[config.mk]
export PLATFORM = sky130hd
export DESIGN_NAME = spi_regfile_periph
export DESIGN_NICKNAME = d
export VERILOG_FILES = /design/src/rtl/spi_regfile_pkg.sv /design/src/rtl/spi_sync_edge.sv /design/src/rtl/spi_regfile_periph.sv
export SDC_FILE = /design/constraint.sdc
export NUM_CORES = 1
export LEC_CHECK = 0
export BUFFER_PORTS_ARGS = -buffer_cell sky130_fd_sc_hd__buf_2
export CAP_MARGIN = 10
export CORE_AREA = 2 2 85 87
export DETAILED_ROUTE_END_ITERATION = 8
export DIE_AREA = 0 0 87 89
export PLACE_DENSITY = 0.73
export SKIP_CTS_REPAIR_TIMING = 1
export SLEW_MARGIN = 20
export SYNTH_ARGS = -nofsm -noshare
export SYNTH_HDL_FRONTEND = slang
export SYNTH_SLANG_ARGS = --single-unit
[constraint.sdc]
create_clock -name clk -period 2 [get_ports clk]
set_clock_uncertainty 0.2 [all_clocks]
set_input_delay 0.3 -clock clk [delete_from_list [all_inputs] [get_ports clk]]
set_output_delay 0.3 -clock clk [all_outputs]
set_load 0.005 [all_outputs]
[src/rtl/spi_regfile_pkg.sv]
// Shared types and constants for the SPI register-file peripheral.
// Builds with SPI_READBACK_EN undefined by default; the macro itself is consumed in spi_regfile_periph.
package spi_regfile_pkg;

   typedef enum logic [1:0] {
      WAIT_IDLE = 2'd0,
      IDLE      = 2'd1,
      SHIFT     = 2'd2,
      COMMIT    = 2'd3
   } spi_state_e;

   localparam logic RW_WRITE = 1'b1;
   localparam logic RW_READ  = 1'b0;

   // Frame is one R/W bit, then the address field, then the data field.
   function automatic int frame_w(input int addr_w, input int data_w);
      return 1 + addr_w + data_w;
   endfunction

endpackage

[src/rtl/spi_sync_edge.sv]
// Multi-stage synchroniser for one asynchronous input.
// Provides the synchronised level plus single-cycle rise and fall pulses.
module spi_sync_edge #(
   parameter int STAGES = 2
) (
   input  logic clk,
   input  logic rst_n,
   input  logic async_in,
   output logic level,
   output logic rise,
   output logic fall
);

   logic [STAGES-1:0] sync_q;
   logic              prev_q;

   always_ff @(posedge clk or negedge rst_n) begin
      if (!rst_n) begin
         sync_q <= '0;
         prev_q <= 1'b0;
      end else begin
         sync_q <= {sync_q[STAGES-2:0], async_in};
         prev_q <= sync_q[STAGES-1];
      end
   end

   assign level = sync_q[STAGES-1];
   assign rise  = level & ~prev_q;
   assign fall  = ~level & prev_q;

endmodule

[src/rtl/spi_regfile_periph.sv]
// SPI mode-0 peripheral in front of a small control-register file; writes commit on ncs release.
// Optional readback path is enabled by defining SPI_READBACK_EN.
module spi_regfile_periph
   import spi_regfile_pkg::*;
#(
   parameter int                ADDR_W      = 7,
   parameter int                DATA_W      = 8,
   parameter int                NUM_REGS    = 5,
   parameter int                SYNC_STAGES = 2,
   parameter logic [DATA_W-1:0] RESET_VAL   = '0
) (
   input  logic                       clk,
   input  logic                       rst_n,
   input  logic                       sclk,
   input  logic                       copi,
   input  logic                       ncs,
   output logic                       cipo,
   output logic                       cipo_oe,
   output logic [NUM_REGS*DATA_W-1:0] regs_o,
   output logic                       wr_strobe_o,
   output logic [ADDR_W-1:0]          wr_addr_o,
   output logic                       err_o,
   output spi_state_e                 dbg_state
);

   localparam int FRAME_W = frame_w(ADDR_W, DATA_W);
   localparam int CNT_W   = $clog2(FRAME_W + 2);
   localparam int IDX_W   = (NUM_REGS > 1) ? $clog2(NUM_REGS) : 1;
   localparam logic [CNT_W-1:0] CNT_MAX  = CNT_W'(FRAME_W + 1);
   localparam logic [CNT_W-1:0] CNT_FULL = CNT_W'(FRAME_W);

   logic sclk_s, sclk_rise, sclk_fall;
   logic ncs_s, ncs_rise, ncs_fall;
   logic [SYNC_STAGES-1:0] copi_sync_q;
   logic copi_s;

   spi_state_e state_q, state_d;
   logic [CNT_W-1:0]   cnt_q;
   logic [FRAME_W-1:0] shift_q;
   logic [DATA_W-1:0]  regs_q [NUM_REGS];

   logic               frm_rw;
   logic [ADDR_W-1:0]  frm_addr;
   logic [DATA_W-1:0]  frm_data;

   spi_sync_edge #(.STAGES(SYNC_STAGES)) u_sclk_sync (
      .clk(clk), .rst_n(rst_n), .async_in(sclk),
      .level(sclk_s), .rise(sclk_rise), .fall(sclk_fall)
   );

   spi_sync_edge #(.STAGES(SYNC_STAGES)) u_ncs_sync (
      .clk(clk), .rst_n(rst_n), .async_in(ncs),
      .level(ncs_s), .rise(ncs_rise), .fall(ncs_fall)
   );

   // copi shares the sclk chain depth so its level lines up with sclk_rise.
   always_ff @(posedge clk or negedge rst_n) begin
      if (!rst_n) copi_sync_q <= '0;
      else        copi_sync_q <= {copi_sync_q[SYNC_STAGES-2:0], copi};
   end
   assign copi_s = copi_sync_q[SYNC_STAGES-1];

   function automatic logic addr_ok(input logic [ADDR_W-1:0] a);
      return 32'(a) < NUM_REGS;
   endfunction

   assign frm_rw   = shift_q[FRAME_W-1];
   assign frm_addr = shift_q[FRAME_W-2 -: ADDR_W];
   assign frm_data = shift_q[DATA_W-1:0];

   always_ff @(posedge clk or negedge rst_n) begin
      if (!rst_n) state_q <= WAIT_IDLE;
      else        state_q <= state_d;
   end

   // Level-based ncs tests let a fall that lands during COMMIT start the next frame from IDLE.
   always_comb begin
      state_d = state_q;
      case (state_q)
         WAIT_IDLE: if (ncs_s)  state_d = IDLE;
         IDLE:      if (!ncs_s) state_d = SHIFT;
         SHIFT:     if (ncs_s)  state_d = COMMIT;
         COMMIT:                state_d = IDLE;
         default:               state_d = WAIT_IDLE;
      endcase
   end

   assign dbg_state = state_q;

   always_ff @(posedge clk or negedge rst_n) begin
      if (!rst_n) begin
         cnt_q       <= '0;
         shift_q     <= '0;
         wr_strobe_o <= 1'b0;
         wr_addr_o   <= '0;
         err_o       <= 1'b0;
         for (int i = 0; i < NUM_REGS; i++) regs_q[i] <= RESET_VAL;
      end else begin
         wr_strobe_o <= 1'b0;
         err_o       <= 1'b0;
         case (state_q)
            IDLE: if (!ncs_s) begin
               cnt_q   <= '0;
               shift_q <= '0;
            end
            SHIFT: if (sclk_rise && !ncs_s) begin
               shift_q <= {shift_q[FRAME_W-2:0], copi_s};
               if (cnt_q != CNT_MAX) cnt_q <= cnt_q + 1'b1;
            end
            COMMIT: if (cnt_q != '0) begin
               if (cnt_q != CNT_FULL) begin
                  err_o <= 1'b1;
               end else if (frm_rw == RW_WRITE) begin
                  if (addr_ok(frm_addr)) begin
                     regs_q[frm_addr[IDX_W-1:0]] <= frm_data;
                     wr_strobe_o                  <= 1'b1;
                     wr_addr_o                    <= frm_addr;
                  end else begin
                     err_o <= 1'b1;
                  end
               end else begin
`ifdef SPI_READBACK_EN
                  if (!addr_ok(frm_addr)) err_o <= 1'b1;
`endif
               end
            end
            default: ;
         endcase
      end
   end

   always_comb begin
      regs_o = '0;
      for (int i = 0; i < NUM_REGS; i++) regs_o[i*DATA_W +: DATA_W] = regs_q[i];
   end

`ifdef SPI_READBACK_EN
   logic [DATA_W-1:0] out_q;
   logic              cipo_q;
   logic [ADDR_W:0]   hdr_next;

   // Header as it will stand once the current sclk rise has been shifted in.
   assign hdr_next = {shift_q[ADDR_W-1:0], copi_s};

   always_ff @(posedge clk or negedge rst_n) begin
      if (!rst_n) begin
         out_q  <= '0;
         cipo_q <= 1'b0;
      end else if (ncs_s) begin
         out_q  <= '0;
         cipo_q <= 1'b0;
      end else if (state_q == SHIFT) begin
         if (sclk_rise && cnt_q == CNT_W'(ADDR_W)) begin
            if (hdr_next[ADDR_W] == RW_READ && addr_ok(hdr_next[ADDR_W-1:0]))
               out_q <= regs_q[hdr_next[IDX_W-1:0]];
            else
               out_q <= '0;
         end else if (sclk_fall) begin
            cipo_q <= out_q[DATA_W-1];
            out_q  <= {out_q[DATA_W-2:0], 1'b0};
         end
      end
   end

   assign cipo    = cipo_q;
   assign cipo_oe = ~ncs_s && (state_q != WAIT_IDLE);

   logic unused_edges;
   assign unused_edges = ncs_rise ^ ncs_fall ^ sclk_s;
`else
   assign cipo    = 1'b0;
   assign cipo_oe = 1'b0;

   logic unused_edges;
   assign unused_edges = ncs_rise ^ ncs_fall ^ sclk_s ^ sclk_fall;
`endif

endmodule

* Yosys cells after proc, flatten, opt, wreduce, memory -nomap -nowiden
Cells that the tools add are included.
** Word-level totals
- Flip-flop bits (word level) :: 79
- Bits in latches :: 0
- Bits in writable memories :: 0
- ROM bits :: 0
- Input port bits :: 5
- Output and inout bits :: 53
- Logic and storage cells :: 67
- Memories kept :: 0
** Operators by class
- $add $sub $neg :: 1
- Multipliers :: 0
- Div/mod/pow operators :: 0
- Order comparisons :: 3
- Equal/unequal tests :: 10
- Shift operators :: 0
- Muxes and demuxes :: 24
- Bitwise logic cells :: 4
- Reduce and logical (&&, ||, !) cells :: 10
** Operators with widths (number)
- $bwmux W40 :: 1
- $mux W16 :: 2
- $pmux W16 S2 :: 1
- $demux W8 S3 :: 1
- $mux W5 :: 3
- $mux W1 :: 10
- $ne A5 B5 Y1 const B :: 2
- $pmux W5 S2 :: 1
- $mux W8 :: 1
- $pmux W2 S4 :: 1
- $lt A7 B3 Y1 const B :: 1
- $mux W2 :: 3
- $ne A2 B2 Y1 const B :: 3
- $reduce_and A3 Y1 :: 2
- $add A5 B1 Y5 const B :: 1
- $reduce_and A5 Y1 :: 1
- $reduce_bool A5 Y1 :: 1
- $eq A2 B2 Y1 const B :: 2
- $ge A4 B4 Y1 const B :: 1
- $lt A4 B1 Y1 const B :: 1
- $ne A2 B1 Y1 const B :: 2
- $not A3 Y4 :: 1
- $reduce_and A4 Y1 :: 1
- $eq A2 B1 Y1 const B :: 1
- 6 further kinds :: 8

* Longest topological paths before layout
- Depth in word-level cells :: 6
- Gate-level depth with buffers :: 7
- Depth with buffers taken out :: 5

* Cells and area by module
A second synthesis with hierarchy kept.
** Unflattened totals
- Cells, all modules :: 224
- Area, all modules :: 3246.9 sq um
** Modules (own cells, without submodules)
- spi_regfile_periph :: instances 1, cells an instance 214, area an instance 3066.7 sq um, sequential area each 1851.8 sq um
- spi_sync_edge :: instances 2, cells an instance 5, area an instance 90.1 sq um, sequential area each 75.1 sq um

* Worst setup path before layout
OpenSTA, ideal clock, no wires.
- Path type :: register to register
- From :: reg cnt_q[0]
- To :: reg regs_q (netlist bit regs_o[0])
- Library setup time :: 0.125 ns
- Arrival time :: 1.674 ns
- Required time :: 1.675 ns
- Path slack :: 0.001 ns
- Stages on the path, launching flop included :: 7
- Path buffers :: 1
- Clock period less this slack :: 1.999 ns
- Path through :: dfrtp_1 > inv_1 > ha_1 > nor3b_1 > buf_1 > nand4_2 > mux2_2
** On the way
- Longest elaborated chain between the ends :: 3
- Elaborated cells on any way between the ends :: 4
- Classes of those cells :: eq/ne: 1; bitwise: 1; reduce/logical: 2
** Ends and longest elaborated chain
- from (decl) :: RTL line spi_regfile_periph.sv:38 : logic [CNT_W-1:0] cnt_q;
- from (signal assigned) :: RTL line spi_regfile_periph.sv:108 : if (cnt_q != CNT_MAX) cnt_q <= cnt_q + 1'b1;
- $ne A5 B5 Y1 :: RTL line spi_regfile_periph.sv:111 : if (cnt_q != CNT_FULL) begin
- $not A1 Y1 (no line)
- $reduce_and A5 Y1 (no line) *
- to (signal, indexed assignment) :: RTL line spi_regfile_periph.sv:115 : regs_q[frm_addr[IDX_W-1:0]] <= frm_data;
- to (decl) :: RTL line spi_regfile_periph.sv:40 : logic [DATA_W-1:0] regs_q [NUM_REGS];
Mark *: on every way between the ends. The rest lies on a longest branch, timed or not.
A chain may end at the register's enable or synchronous reset.

* Worst setup path after layout
- From :: reg cnt_q[1]
- To :: reg regs_q (netlist bit regs_o[38])
Same word-level chain as after synthesis.

==> metrics <==
Buf/Inv on CP=2; count of final hold-check violations=0; Final setup viols=0; routed wire length=6540 µm; share of layout cells above drive strength 1=42.2%; P_leak=a little over 2 nW; DP Cell Count=approximately 390; post-route cell area=4030 µm²; TritonCTS Buffers=9; H-Tree Level Count=3; CP delay by family, top=simple AND/OR/NAND/NOR gates; Hold WC Path Type=flop to flop; grt total ovfl=0; via/cell ratio=around 5.4; Power Density=between 800 and 900 nW/µm²; placer congestion estimate=0.796; leading area contributor after synthesis=dfrtp_1; antenna cells=0; Startpoint Class=flop; Clock Latency Late Sink=0.34 ns; top_reg_cell synth=dfrtp_1; share of synthesized registers carrying an async set or reset=100%; Setup Crit Path Kind=flop to flop; vias in the first global route=2111; Max VDD drop=513 µV; placed cell area=3710 µm²; TritonCTS clock tree=yes; clock root buffer=clkbuf_8; total clock sinks=79; Power Total=approximately 3.6 mW; Antenna Nets Post-Route=0; vias after detailed routing=2201; Port-buffer cells=55; Die Wd=87 µm; Post-synth EDFFs=0; Initial Utilization=49.0%; register area share after synthesis=60.0%; nets=337; Synth cell types=36; cell count after synthesis=254; Slew Viols, Final=0; Cell Chain, Critical Path=inv_1 > ha_1 > nor3b_2 > buf_4 > nand4_4 > mux2_4; Final Non-Filler Cells=~410; initial antenna violation count=0; max_cap viols=0; global-route wire length before repair=10400 µm; CP max stage cell=dfrtp_1; die footprint=7740 µm²; synth warn=0; mapped cell area=~3300 µm²; P&R area growth vs syn=22.3%; maximum clock path buffer count=2; Crit. End Element=flop; Max FO, Critical Path=8; critical path required time=2.03 ns; Worst-path clk slew=0.07 ns; outcome=finished, final reports clean; post-DP HPWL=approximately 4300 µm; Post-Place Worst Slack=-0.101 ns; Area contributors post-synth=dfrtp_1, mux2_2, nand4_1, ha_1, o21ai_0; post-DR wirelength/cell=16.1 µm; CORE AREA=between 6000 and 7000 µm²; Mean Syn Cell Area=between 10 and 15 µm²; DRC viols=0; IO Pins=58; cell row count=30; post-synth top area share=60.0%; PnR worst setup slack=0.0319 ns; largest net degree at the start of global routing=36; Die Y-Extent=89 µm; CP arrival=2.00 ns; Max Fclk=0.508 GHz; first-pass detailed-route iteration total=4; GRT Total Usage=17.7%; slowest stage delay, CP=0.40 ns; DRT iter0 DRCs=75; post-route clock period utilization=a little over nine tenths; number of synthesized register bits=~80; Period minus WS final=about 2 ns
-- worst register-to-register path, stage by stage (launching register included) --
cell     delay [ns]
dfrtp_1        0.40
inv_1          0.10
ha_1           0.16
nor3b_2        0.17
buf_4          0.23
nand4_4        0.24
mux2_4         0.37
-- metrics by stage --
| stage | hold slack, ns | utilization (%) | TNS, ns |
|---|---|---|---|
| after global placement | 0.0835 | 55.3 | -0.866 |
| after floorplan | -0.196 | - | 0 |
| after detailed placement | 0.0842 | 55.3 | -1.67 |
| after CTS | -0.288 | 57.9 | -2.25 |
| final | 0.148 | 60.0 | 0 |
| after global routing | 0.159 | 60.0 | -0.411 |
-- layer usage --
| metal | track usage (%) | share of wire (%) | up-vias | routed length, µm |
|---|---|---|---|---|
| met2 | 27.4 | 48 | 68 | 3130 |
| met3 | 5.72 | 5.8 | 7 | 378 |
| met4 | 4.83 | 0.81 | 0 | 53 |
| met5 | 0 | 0 | - | 0 |
| li1 | - | - | 1038 | - |
| met1 | 24.2 | 46 | 1088 | 2980 |
-- worst paths after layout --
path / start / end / slack (ns) / depth (start not counted)
hold reg to reg: u_ncs_sync.sync_q[0] / u_ncs_sync.sync_q[1] / 0.15 / 0
setup reg to reg: cnt_q[1] / regs_o[38] / 0.03 / 6
max in group asynchronous: rst_n / regs_o[29] / 0.77 / 3
setup / recovery: cnt_q[1] / regs_o[38] / 0.03 / 6
hold / removal: u_ncs_sync.sync_q[0] / u_ncs_sync.sync_q[1] / 0.15 / 0
min in group asynchronous: rst_n / wr_addr_o[1] / 0.25 / 2
-- cells in the mapped netlist, types with 2 or more instances --
cell       number
buf_4           2
a2bb2oi_1       2
dfrtp_1        79
and2_1          4
nand4_1        17
buf_1           3
or4_1           2
nand4_2         5
nand2_1         4
o21ai_0        20
ha_1            8
clkbuf_1        8
a21oi_1         5
nor3b_1         5
mux2_2         42
inv_1          22
mux2i_1         2
nand3_1         2
nor2_1          5
-- registers in the layout, indices dropped and copies added, names as in the netlist --
| register | cells |
|---|---|
| err_o | 1 |
| copi_sync_q | 2 |
| shift_q | 16 |
| wr_addr_o | 7 |
| u_ncs_sync.sync_q | 2 |
| cnt_q | 5 |
| u_sclk_sync.prev_q | 1 |
| dbg_state | 2 |
| u_sclk_sync.sync_q | 2 |
| wr_strobe_o | 1 |
| regs_o | 40 |
-- layout make-up --
cell class                      count  area (µm²)
Clock buffer                       10         128
Clock inverter                      4        48.8
Fill cell                         544        2690
Inverter                           22        82.6
Multi-Input combinational cell    141        1270
Sequential cell                    79        1980
Tap cell                           80         100
Timing Repair Buffer               71         420
-- power breakdown --
part	total [mW]	switching, mW	internal [mW]
Combinational	0.819	0.506	0.313
Sequential	1.69	0.0460	1.65
Clock	1.09	0.528	0.561
-- cells by family after synthesis --
logic type,after synthesis,share of synthesized area (%)
flops,79,60.0
mux,44,15.0
fa+ha+maj,8,3.04
other cells,1,0.114
compound gates,32,5.55
buf+inv,35,4.22
simple gates,55,12.1
-- placed cells by master, fill, tap and decap left out, types with 3 or more instances in the layout --
cell | netlist | final
dfrtp_1 | 79 | 79
buf_2 | 0 | 54
mux2_2 | 42 | 41
inv_1 | 22 | 22
o21ai_0 | 20 | 19
nand4_1 | 17 | 17
buf_4 | 2 | 12
clkbuf_8 | 0 | 9
ha_1 | 8 | 7
nand4_4 | 0 | 5
a21oi_1 | 5 | 5
nor2_1 | 5 | 5
nand2_1 | 4 | 4
and2_1 | 4 | 4
dlygate4sd3_1 | 0 | 4
nor3b_2 | 1 | 3
nor3b_1 | 5 | 3
No activity file was read; power rests on OpenSTA's default activity.
